--- src/rtl/gpu_pixel_pkg.sv ---
// Shared pixel types for the palette output stage: colour/coordinate widths,
// the packed {color, x, y} FIFO entry and a saturating counter helper.
package gpu_pixel_pkg;

  localparam int COLOR_W = 24;
  localparam int COORD_W = 11;

  typedef struct packed {
    logic [COLOR_W-1:0] color;
    logic [COORD_W-1:0] x;
    logic [COORD_W-1:0] y;
  } pixel_t;

  function automatic logic [15:0] sat_inc16(input logic [15:0] value);
    return (value == 16'hFFFF) ? value : value + 16'd1;
  endfunction

endpackage

--- src/rtl/pixel_fifo_ram.sv ---
// DEPTH x pixel_t storage: synchronous write port and a registered read port
// whose output holds until the next read enable.
module pixel_fifo_ram
  import gpu_pixel_pkg::*;
#(
  parameter int DEPTH  = 16,
  parameter int ADDR_W = $clog2(DEPTH)
) (
  input  logic              clk_pipe,
  input  logic              rst,
  input  logic              wr_en,
  input  logic [ADDR_W-1:0] wr_addr,
  input  pixel_t            wr_data,
  input  logic              rd_en,
  input  logic [ADDR_W-1:0] rd_addr,
  output pixel_t            rd_data
);

  pixel_t mem_q [DEPTH];
  pixel_t rd_data_q;

  // NOTE: the storage array carries no reset; only the pointers and count in
  // the top decide which entries are live, so clearing it would be wasted logic.
  always_ff @(posedge clk_pipe) begin
    if (wr_en) begin
      mem_q[wr_addr] <= wr_data;
    end
  end

  // Read of the slot being written in the same cycle returns the old entry.
  always_ff @(posedge clk_pipe) begin
    if (rst) begin
      rd_data_q <= '0;
    end else if (rd_en) begin
      rd_data_q <= mem_q[rd_addr];
    end
  end

  assign rd_data = rd_data_q;

endmodule

--- src/rtl/palette_pixel_fifo.sv ---
// Palette output FIFO: drops transparent and repeat-position pixels, buffers the
// rest, pops one per pixelReq. Optional PIXEL_FIFO_STATS_EN adds event counters.
module palette_pixel_fifo
  import gpu_pixel_pkg::*;
#(
  parameter int                 DEPTH             = 16,
  parameter int                 ALMOST_FULL_LEVEL = 12,
  parameter logic [COLOR_W-1:0] BG_COLOR          = 24'h000000
) (
  input  logic                     clk_pipe,
  input  logic                     rst,
  input  logic                     pixelValid,
  input  logic                     pixelFound,
  input  logic [COLOR_W-1:0]       pixelColor,
  input  logic [COORD_W-1:0]       xPosition,
  input  logic [COORD_W-1:0]       yPosition,
  input  logic                     frameStart,
  input  logic                     pixelReq,
  output logic [COLOR_W-1:0]       pixelOut,
  output logic [COORD_W-1:0]       pixelOutX,
  output logic [COORD_W-1:0]       pixelOutY,
  output logic                     pixelOutValid,
  output logic                     underrun,
  output logic                     almostFull,
  output logic                     overflow,
`ifdef PIXEL_FIFO_STATS_EN
  output logic [15:0]              underrunCount,
  output logic [15:0]              dropCount,
`endif
  output logic [$clog2(DEPTH):0]   fifoCount
);

  localparam int PTR_W = $clog2(DEPTH);
  localparam int CNT_W = PTR_W + 1;

  logic [PTR_W-1:0]   wr_ptr_q, rd_ptr_q;
  logic [CNT_W-1:0]   count_q, count_d;
  logic [COORD_W-1:0] prev_x_q, prev_y_q;
  logic               have_prev_q;
  logic               out_valid_q, underrun_q, bg_sel_q, almost_full_q, overflow_q;

  logic   candidate, is_repeat, push_req, push, drop, pop, empty_req, full;
  pixel_t wr_entry, rd_entry;

  // frameStart masks the tracker combinationally so a coincident candidate
  // always compares against a cleared tracker.
  assign candidate = pixelValid & pixelFound;
  assign is_repeat = candidate & have_prev_q & ~frameStart
                   & (xPosition == prev_x_q) & (yPosition == prev_y_q);
  assign push_req  = candidate & ~is_repeat;
  assign full      = (count_q == CNT_W'(DEPTH));
  assign pop       = pixelReq & (count_q != '0);
  assign empty_req = pixelReq & (count_q == '0);
  assign push      = push_req & (~full | pop);
  assign drop      = push_req & full & ~pop;

  assign wr_entry = '{color: pixelColor, x: xPosition, y: yPosition};

  // NOTE: every always_comb output gets a default first so no path leaves it
  // unassigned, which would otherwise infer a latch.
  always_comb begin
    count_d = count_q;
    case ({push, pop})
      2'b10:   count_d = count_q + CNT_W'(1);
      2'b01:   count_d = count_q - CNT_W'(1);
      default: count_d = count_q;
    endcase
  end

  // NOTE: all state uses non-blocking assignments so every register samples
  // pre-edge values regardless of statement order.
  always_ff @(posedge clk_pipe) begin
    if (rst) begin
      wr_ptr_q      <= '0;
      rd_ptr_q      <= '0;
      count_q       <= '0;
      prev_x_q      <= '0;
      prev_y_q      <= '0;
      have_prev_q   <= 1'b0;
      out_valid_q   <= 1'b0;
      underrun_q    <= 1'b0;
      bg_sel_q      <= 1'b0;
      almost_full_q <= 1'b0;
      overflow_q    <= 1'b0;
    end else begin
      if (push) wr_ptr_q <= wr_ptr_q + PTR_W'(1);
      if (pop)  rd_ptr_q <= rd_ptr_q + PTR_W'(1);
      count_q       <= count_d;
      almost_full_q <= (count_d >= CNT_W'(ALMOST_FULL_LEVEL));
      out_valid_q   <= pixelReq;
      underrun_q    <= empty_req;
      if (pop)            bg_sel_q <= 1'b0;
      else if (empty_req) bg_sel_q <= 1'b1;
      if (drop) overflow_q <= 1'b1;
      // Dropped pixels still claim their position so lower layers stay hidden.
      if (push_req) begin
        prev_x_q    <= xPosition;
        prev_y_q    <= yPosition;
        have_prev_q <= 1'b1;
      end else if (frameStart) begin
        have_prev_q <= 1'b0;
      end
    end
  end

  pixel_fifo_ram #(
    .DEPTH  (DEPTH),
    .ADDR_W (PTR_W)
  ) u_ram (
    .clk_pipe (clk_pipe),
    .rst      (rst),
    .wr_en    (push),
    .wr_addr  (wr_ptr_q),
    .wr_data  (wr_entry),
    .rd_en    (pop),
    .rd_addr  (rd_ptr_q),
    .rd_data  (rd_entry)
  );

  assign pixelOut      = bg_sel_q ? BG_COLOR : rd_entry.color;
  assign pixelOutX     = rd_entry.x;
  assign pixelOutY     = rd_entry.y;
  assign pixelOutValid = out_valid_q;
  assign underrun      = underrun_q;
  assign almostFull    = almost_full_q;
  assign overflow      = overflow_q;
  assign fifoCount     = count_q;

`ifdef PIXEL_FIFO_STATS_EN
  logic [15:0] underrun_cnt_q, drop_cnt_q;

  always_ff @(posedge clk_pipe) begin
    if (rst) begin
      underrun_cnt_q <= '0;
      drop_cnt_q     <= '0;
    end else begin
      if (empty_req) underrun_cnt_q <= sat_inc16(underrun_cnt_q);
      if (drop)      drop_cnt_q     <= sat_inc16(drop_cnt_q);
    end
  end

  assign underrunCount = underrun_cnt_q;
  assign dropCount     = drop_cnt_q;
`endif

endmodule
--- config.mk ---
export PLATFORM = sky130hd
export DESIGN_NAME = palette_pixel_fifo
export DESIGN_NICKNAME = d
export VERILOG_FILES = /design/src/rtl/gpu_pixel_pkg.sv /design/src/rtl/pixel_fifo_ram.sv /design/src/rtl/palette_pixel_fifo.sv
export SDC_FILE = /design/constraint.sdc
export NUM_CORES = 1
export LEC_CHECK = 0
export CAP_MARGIN = 20
export CORE_MARGIN = 2
export CORE_UTILIZATION = 60
export CTS_BUF_LIST = sky130_fd_sc_hd__clkbuf_4 sky130_fd_sc_hd__clkbuf_8
export CTS_CLUSTER_SIZE = 8
export DETAILED_ROUTE_END_ITERATION = 7
export PLACE_DENSITY = 0.78
export REMOVE_ABC_BUFFERS = 1
export SKIP_CTS_REPAIR_TIMING = 1
export SLEW_MARGIN = 0
export SYNTH_ARGS = -nofsm -noshare
export SYNTH_HDL_FRONTEND = slang
export SYNTH_SLANG_ARGS = --single-unit
export TNS_END_PERCENT = 30
--- constraint.sdc ---
create_clock -name clk_pipe -period 7.66 [get_ports clk_pipe]
set_input_delay 2.298 -clock clk_pipe [delete_from_list [all_inputs] [get_ports clk_pipe]]
set_output_delay 2.298 -clock clk_pipe [all_outputs]
set_load 0.02 [all_outputs]
==> impl_metrics.csv, run 1 <==
group,metric,value,unit
sta,fin_crit_sh,0.745,
floorplan,die_area,54600,sq um
sta,rsz0062_at_grt,"no",
clocking,clkTransAtPathRegs,0.06,ns
clocking,tritoncts,"yes",
job,cap_violations,0,
pwr,ir_worst_vdd,0.000222,V
critical_path,crit_buf_inv,1,
critical_path,timing.rr.end,"almostFull",
critical_path,crit_path_max_incr_delay,0.88,ns
critical_path,critical_path.cell_chain,"clkdlybuf4s50_1, xor2_1, nor4_1, a31oi_4, nor2_1, ha_1, a21o_1, a21oi_1, nor3_2, mux2i_1, xor2_1, o221ai_2",
global_routing,grt_pass1_vias,15564,
yosys,synth_area,31700,sq um
floorplan,die_h,234,um
route,dr_total_vias,15070,
critical_path,path_common_cell,"xor2_1",
route,postRouteAntennaNets,0,
final_layout,layout.nets,1729,
critical_path,cp_top_family,"simple AND/OR/NAND/NOR gates",
global_routing,overflow,0,
placed_design,place_hpwl,35.1,mm
critical_path,rr_startpoint,"prev_x_q[5]",
sta,drv_slew,0,
route,wl,65.1,mm
route,drcViolationCount,0,
route,via_per_inst,6.13,
critical_path,startpoint,"xPosition[5]",
placed_design,portBuffers,106,
critical_path,cp.depth,12,
global_routing,grt_pass1_wl,96.7,mm
clocking,cts-htree-levels,4,
clocking,clock-sinks,823,
yosys,synth.top_cell.area_share,0.698,
final_layout,regArea,23900,sq um
route,drtIter0Drc,1415,
sta,fin_crit,5.71,ns
yosys,avgSynthCellArea,21.3,sq um
final_layout,fill_cells,3123,
placed_design,placed_area,33500,sq um
clocking,clk_latency,0.78,ns
sta,setup_viol,0,
floorplan,start_util,0.605,
critical_path,critical_path_class,"input port to flip-flop",
clocking,numCtsBuffers,134,
critical_path,endpoint,"almostFull",
pwr,power_density,296,nW/um^2
clocking,cts.path.max_buffers,3,
yosys,synth_area_leaders,"edfxtp_1 (70%), mux4_2 (15%), dfxtp_1 (5.5%), mux4_1 (1.2%), nand2_1 (1.2%)",
pwr,leakage,11.4,nW
yosys,seq_area_frac_synth,0.753,
floorplan,die_w,234,um
worst_hold_path,hp-class,"flip-flop to flip-flop",
yosys,yosysWarnings,0,
global_routing,grt_usage,0.249,
pwr,total_power,10.7,mW
route,wl_per_cell,26.5,um
final_layout,syn2layout_area_growth,14.3,%
yosys,ys_ff_latch,823,
placed_design,gp_congestion,0.763,
route,firstDrtPassIters,5,
yosys,netlist_instances,1488,
final_layout,final_area,36200,sq um
run_status,status,"complete, no violations",
critical_path,worst_r2r_path_depth,11,
yosys,synth_top_cell_by_area,"edfxtp_1",
sta,fin_skew,0.0345,ns
critical_path,required,8.27,ns
global_routing,grt_max_degree,78,
critical_path,path_max_fanout,18,
sta,fin_ws,1.95,ns
floorplan,coreArea,52300,sq um
final_layout,drive_above_1_share,0.285,
placed_design,pre_cts_ws,1.34,ns
clocking,clock-root-buffer,"clkbuf_8",
critical_path,worstSetupEndpointType,"flip-flop",
critical_path,slowest_stage,"nor4_1",
critical_path,reg2reg_slack,3.98,ns
sta,fmax,0.175,GHz
floorplan,num_rows,84,
sta,hold_viol,0,
final_layout,multi_input_area,7280,sq um
sta,worstMarginPinSlew,1.10,ns
floorplan,ios,107,
sta,slew_headroom,0.264,
critical_path,critPathArrivalTime,6.31,ns
global_routing,grt_antenna_before_repair,1,
critical_path,start_kind,"input port",
yosys,synth_cell_types,38,
worst min path at each step:
stage / startpoint / end / slack, ns / depth (start not counted)
6_report: u_ram.rd_data[37] / u_ram.rd_data[37] / 0.45 / 2
5_1_grt: u_ram.rd_data[40] / u_ram.rd_data[40] / 0.47 / 2
4_1_cts: u_ram.rd_data[37] / u_ram.rd_data[37] / 0.45 / 2
3_5_place_dp: u_ram.rd_data[37] / u_ram.rd_data[37] / 0.44 / 2
3_3_place_gp: u_ram.rd_data[41] / u_ram.rd_data[41] / 0.44 / 2
2_1_floorplan: u_ram.rd_data[22] / u_ram.rd_data[22] / 0.43 / 2
flip-flops by register name, indices dropped and copies added, names as in the netlist:
signal / cells
almostFull: 1
bg_sel_q: 1
fifoCount: 5
have_prev_q: 1
overflow: 1
pixelOutValid: 1
prev_x_q: 11
prev_y_q: 11
rd_ptr_q: 4
u_ram.mem_q: 736
u_ram.rd_data: 46
underrun: 1
wr_ptr_q: 4
kinds of logic (layout without fill, tap and decap cells):
logic type	after synthesis	count (layout)	share of synthesized area
buf+inv	106	387	0.0212
other cells	0	2	0
simple gates	203	203	0.0286
fa+ha+maj	9	9	0.00379
xor+xnor	32	32	0.00885
compound gates	56	56	0.00956
flops	823	823	0.753
mux	259	259	0.175
final cells by class:
type	count	share of cell area
tap	688	0.0238
antenna	2	0.000138
multi-input combinational	559	0.201
sequential	823	0.659
inverter	4	0.000415
timing repair buffer	146	0.0416
clock inverter	23	0.00342
clock buffer	214	0.0698
cell usage in the layout (no fill, tap or decap), drive strengths merged:
| cell | n |
|---|---|
| fa | 1 |
| o21ai | 1 |
| clkinv | 17 |
| clkbuf | 214 |
| and2 | 1 |
| nor4 | 3 |
| nand4 | 4 |
| nor2b | 27 |
| a31oi | 1 |
| edfxtp | 736 |
| a21o | 2 |
| nor2 | 51 |
| buf | 41 |
| nand2 | 98 |
| dfxtp | 87 |
| clkdlybuf4s50 | 105 |
| a21oi | 51 |
| mux4 | 230 |
| xor2 | 14 |
| nand2b | 3 |
| nand3 | 6 |
| nand4b | 1 |
| xnor2 | 18 |
| o221ai | 1 |
| inv | 10 |
| or4 | 1 |
| diode | 2 |
| mux2i | 29 |
| ha | 8 |
| nor3 | 5 |
| nand3b | 1 |
| nor3b | 2 |
through the flow:
step | setup TNS [ns] | util | hold slack (ns) | cells
floorplan | -122.65 | - | 0.426 | 1386
CTS | 0 | 0.691 | 0.450 | 2456
detailed placement | 0 | 0.640 | 0.442 | 2219
global placement | 0 | 0.640 | 0.439 | 2219
global route | 0 | 0.691 | 0.468 | 2457
finish | 0 | 0.691 | 0.447 | 2459
report_power, final:
| part | switching (mW) | leakage, nW | total [mW] | internal, mW |
|---|---|---|---|---|
| registers | 0.114 | 7.34 | 5.15 | 5.04 |
| logic | 0.954 | 2.61 | 1.82 | 0.862 |
| clock network | 1.66 | 1.42 | 3.74 | 2.08 |
| total | 2.73 | 11.4 | 10.7 | 7.99 |
cells in the mapped netlist:
master and instances:
nor3_2 1, nor3_1 4, nor2b_1 27, nand3b_1 1
buf_1 7, o21ai_1 1, mux4_2 215, buf_2 20
nor4_1 3, mux2i_1 28, buf_6 16, a21o_1 2
fa_1 1, buf_12 2, and2_1 1, nand3_1 6
nor2_1 51, edfxtp_1 736, mux4_1 15, nor3b_1 1
buf_4 24, nand2b_1 3, a21oi_1 51, xor2_1 14
clkbuf_1 32, dlygate4sd1_1 1, nand4_1 4, nand2_1 98
ha_1 8, nor3b_2 1, mux2i_4 1, xnor2_1 18
inv_1 4, dfxtp_1 87, or4_4 1, nand4b_1 1
a31oi_2 1, o221ai_2 1
metal layers:
metal / up-vias / routed length, um / GRT usage
li1: 6426 / - / -
met1: 7923 / 26500 / 0.343
met2: 602 / 32500 / 0.394
met3: 117 / 4510 / 0.0585
met4: 2 / 1550 / 0.0926
met5: - / 11 / 0
worst reg2reg max path: cells and delay by family, from the launching register on:
kind | cells | cell delay (ns)
AO/OA/AOI/OAI | 4 | 0.95
XOR/XNOR | 2 | 0.40
adder cells (fa/ha/maj) | 1 | 0.34
flip-flops | 1 | 0.32
multiplexers | 1 | 0.19
AND/OR/NAND/NOR | 3 | 1.32
Note: power is estimated with default switching activity, not from simulation.
==> run 2: changes to the inputs <==
CORE_UTILIZATION = 57   (was 60)
clock period = 4.7 ns   (was 7.66 ns; I/O delays follow)
==> run 2 against run 1 <==
Against the previous run:
- clock power up 61%
- via count up 2.2%
- worst setup slack worse by 1.3 ns
- core utilization down 2.2 points
- worst hold slack better by 0.0034 ns
==> impl_metrics.csv, run 2 (synthesized netlist as in run 1, its figures left out) <==
group,metric,value,unit
sta,hold_viol,0,
route,wl,67.4,mm
clocking,clkTransAtPathRegs,0.05,ns
route,drtIter0Drc,1402,
critical_path,worst_r2r_path_depth,13,
global_routing,grt_pass1_vias,16099,
worst_hold_path,hp-class,"flip-flop to flip-flop",
final_layout,layout_common_cells,"edfxtp_1 (736), mux4_2 (215), clkbuf_8 (140)",
final_layout,fill_cells,3372,
critical_path,critical_path.cell_chain,"clkdlybuf4s50_1, xnor2_1, nand4_1, nor4_1, buf_4, a31oi_4, nor2_1, ha_1, a21o_1, a21oi_1, nor2b_1, mux2i_1, xor2_1, o221ai_2",
route,firstDrtPassIters,7,
floorplan,ios,107,
clocking,cts-htree-levels,4,
critical_path,worstSetupEndpointType,"flip-flop",
floorplan,die_area,57400,sq um
placed_design,pre_cts_ws,-0.0584,ns
critical_path,required,5.31,ns
pwr,leakage,11.6,nW
final_layout,syn2layout_area_growth,16.1,%
sta,setup_viol,0,
critical_path,path_max_fanout,3,
clocking,clock-root-buffer,"clkbuf_8",
route,via_per_inst,6.01,
clocking,clock-sinks,823,
critical_path,start_kind,"input port",
placed_design,place_hpwl,38.5,mm
sta,fin_crit_sh,0.861,
sta,rsz0062_at_grt,"no",
final_layout,layout.nets,1768,
final_layout,largest_reg_flops,736,
global_routing,grt_max_degree,67,
global_routing,grt_pass1_wl,100,mm
job,cap_violations,0,
sta,fmax,0.247,GHz
critical_path,reg2reg_slack,1.54,ns
critical_path,critical_path_class,"input port to flip-flop",
critical_path,slowest_stage,"clkdlybuf4s50_1",
route,drcViolationCount,0,
sta,worstMarginPinSlew,0.950,ns
sta,setup_tns,0,ns
clocking,clk_latency,0.77,ns
sta,whs,0.451,ns
critical_path,timing.rr.end,"almostFull",
clocking,tritoncts,"yes",
pwr,ir_worst_vdd,0.000288,V
worst_hold_path,hold_end,"u_ram.rd_data[12]",
floorplan,start_util,0.576,
final_layout,top_register,"u_ram.mem_q",
pwr,total_power,17.5,mW
clocking,numCtsBuffers,131,
critical_path,cp_top_family,"simple AND/OR/NAND/NOR gates",
critical_path,crit_path_max_incr_delay,0.52,ns
placed_design,portBuffers,106,
sta,fin_crit,4.05,ns
final_layout,drive_above_1_share,0.305,
floorplan,die_h,240,um
critical_path,rr_startpoint,"prev_x_q[2]",
global_routing,grt_usage,0.243,
sta,slew_headroom,0.367,
route,wl_per_cell,26.3,um
sta,drv_slew,0,
floorplan,die_w,240,um
global_routing,grt_antenna_before_repair,0,
floorplan,num_rows,86,
sta,fin_skew,0.0327,ns
run_status,status,"complete, no violations",
route,postRouteAntennaNets,0,
sta,fin_ws,0.652,ns
global_routing,overflow,0,
critical_path,critPathArrivalTime,4.66,ns
final_layout,final_common_cell,"edfxtp_1",
pwr,power_density,476,nW/um^2
route,dr_total_vias,15404,
placed_design,gp_congestion,0.765,
critical_path,crit_buf_inv,2,
floorplan,coreArea,55000,sq um
worst_hold_path,min_from,"u_ram.rd_data[12]",
final_layout,final_util,0.669,
worst_hold_path,hold-path-cell-count,2,
final_layout,diodes,0,
clocking,cts.path.max_buffers,3,
[run 2: report_power, final]
| group | leakage [nW] | switching, mW | internal (mW) |
|---|---|---|---|
| clock network | 1.40 | 2.68 | 3.35 |
| registers | 7.34 | 0.217 | 8.21 |
| logic | 2.87 | 1.58 | 1.46 |
[run 2: metal layers]
metal | vias to the layer above | global-route usage | share of wire
met3 | 110 | 0.0523 | 0.070
li1 | 6501 | - | -
met1 | 8123 | 0.322 | 0.39
met2 | 670 | 0.403 | 0.51
met4 | 0 | 0.0883 | 0.026
met5 | - | 0 | 0
[run 2: how the worst max path moves through the flow]
| stage | startpoint | end | slack, ns | cells after the start |
|---|---|---|---|---|
| 6_report | xPosition[4] | almostFull | 0.65 | 14 |
| 3_5_place_dp | xPosition[4] | almostFull | -0.06 | 14 |
| 4_1_cts | xPosition[4] | almostFull | 0.74 | 14 |
| 2_1_floorplan | rd_ptr_q[0] | u_ram.rd_data[17] | -4.36 | 4 |
| 5_1_grt | xPosition[4] | almostFull | 0.47 | 14 |
| 3_3_place_gp | xPosition[4] | almostFull | -0.03 | 14 |
[run 2: worst register-to-register path: cells and delay by family (launching register included)]
kind | cells | cell delay [ns]
flops | 1 | 0.32
fa+ha+maj | 1 | 0.29
xor+xnor | 2 | 0.68
simple gates | 4 | 0.81
buf+inv | 1 | 0.17
mux | 1 | 0.10
compound gates | 4 | 0.63
[run 2: final cells by class]
cell class,count,area (sq um),share of cell area
Clock inverter,24,138,0.00374
Multi-Input combinational cell,559,7280,0.198
Timing Repair Buffer,188,2050,0.0557
Clock buffer,215,2490,0.0677
Tap cell,748,936,0.0255
Sequential cell,823,23900,0.649
Inverter,4,15.0,0.000408
[run 2: per-stage QoR]
stage                     cells  cell area (sq um)
after floorplan            1386              31000
after global placement     2322              34100
after detailed placement   2322              34100
after CTS                  2561              36800
after global routing       2561              36800
final                      2561              36800
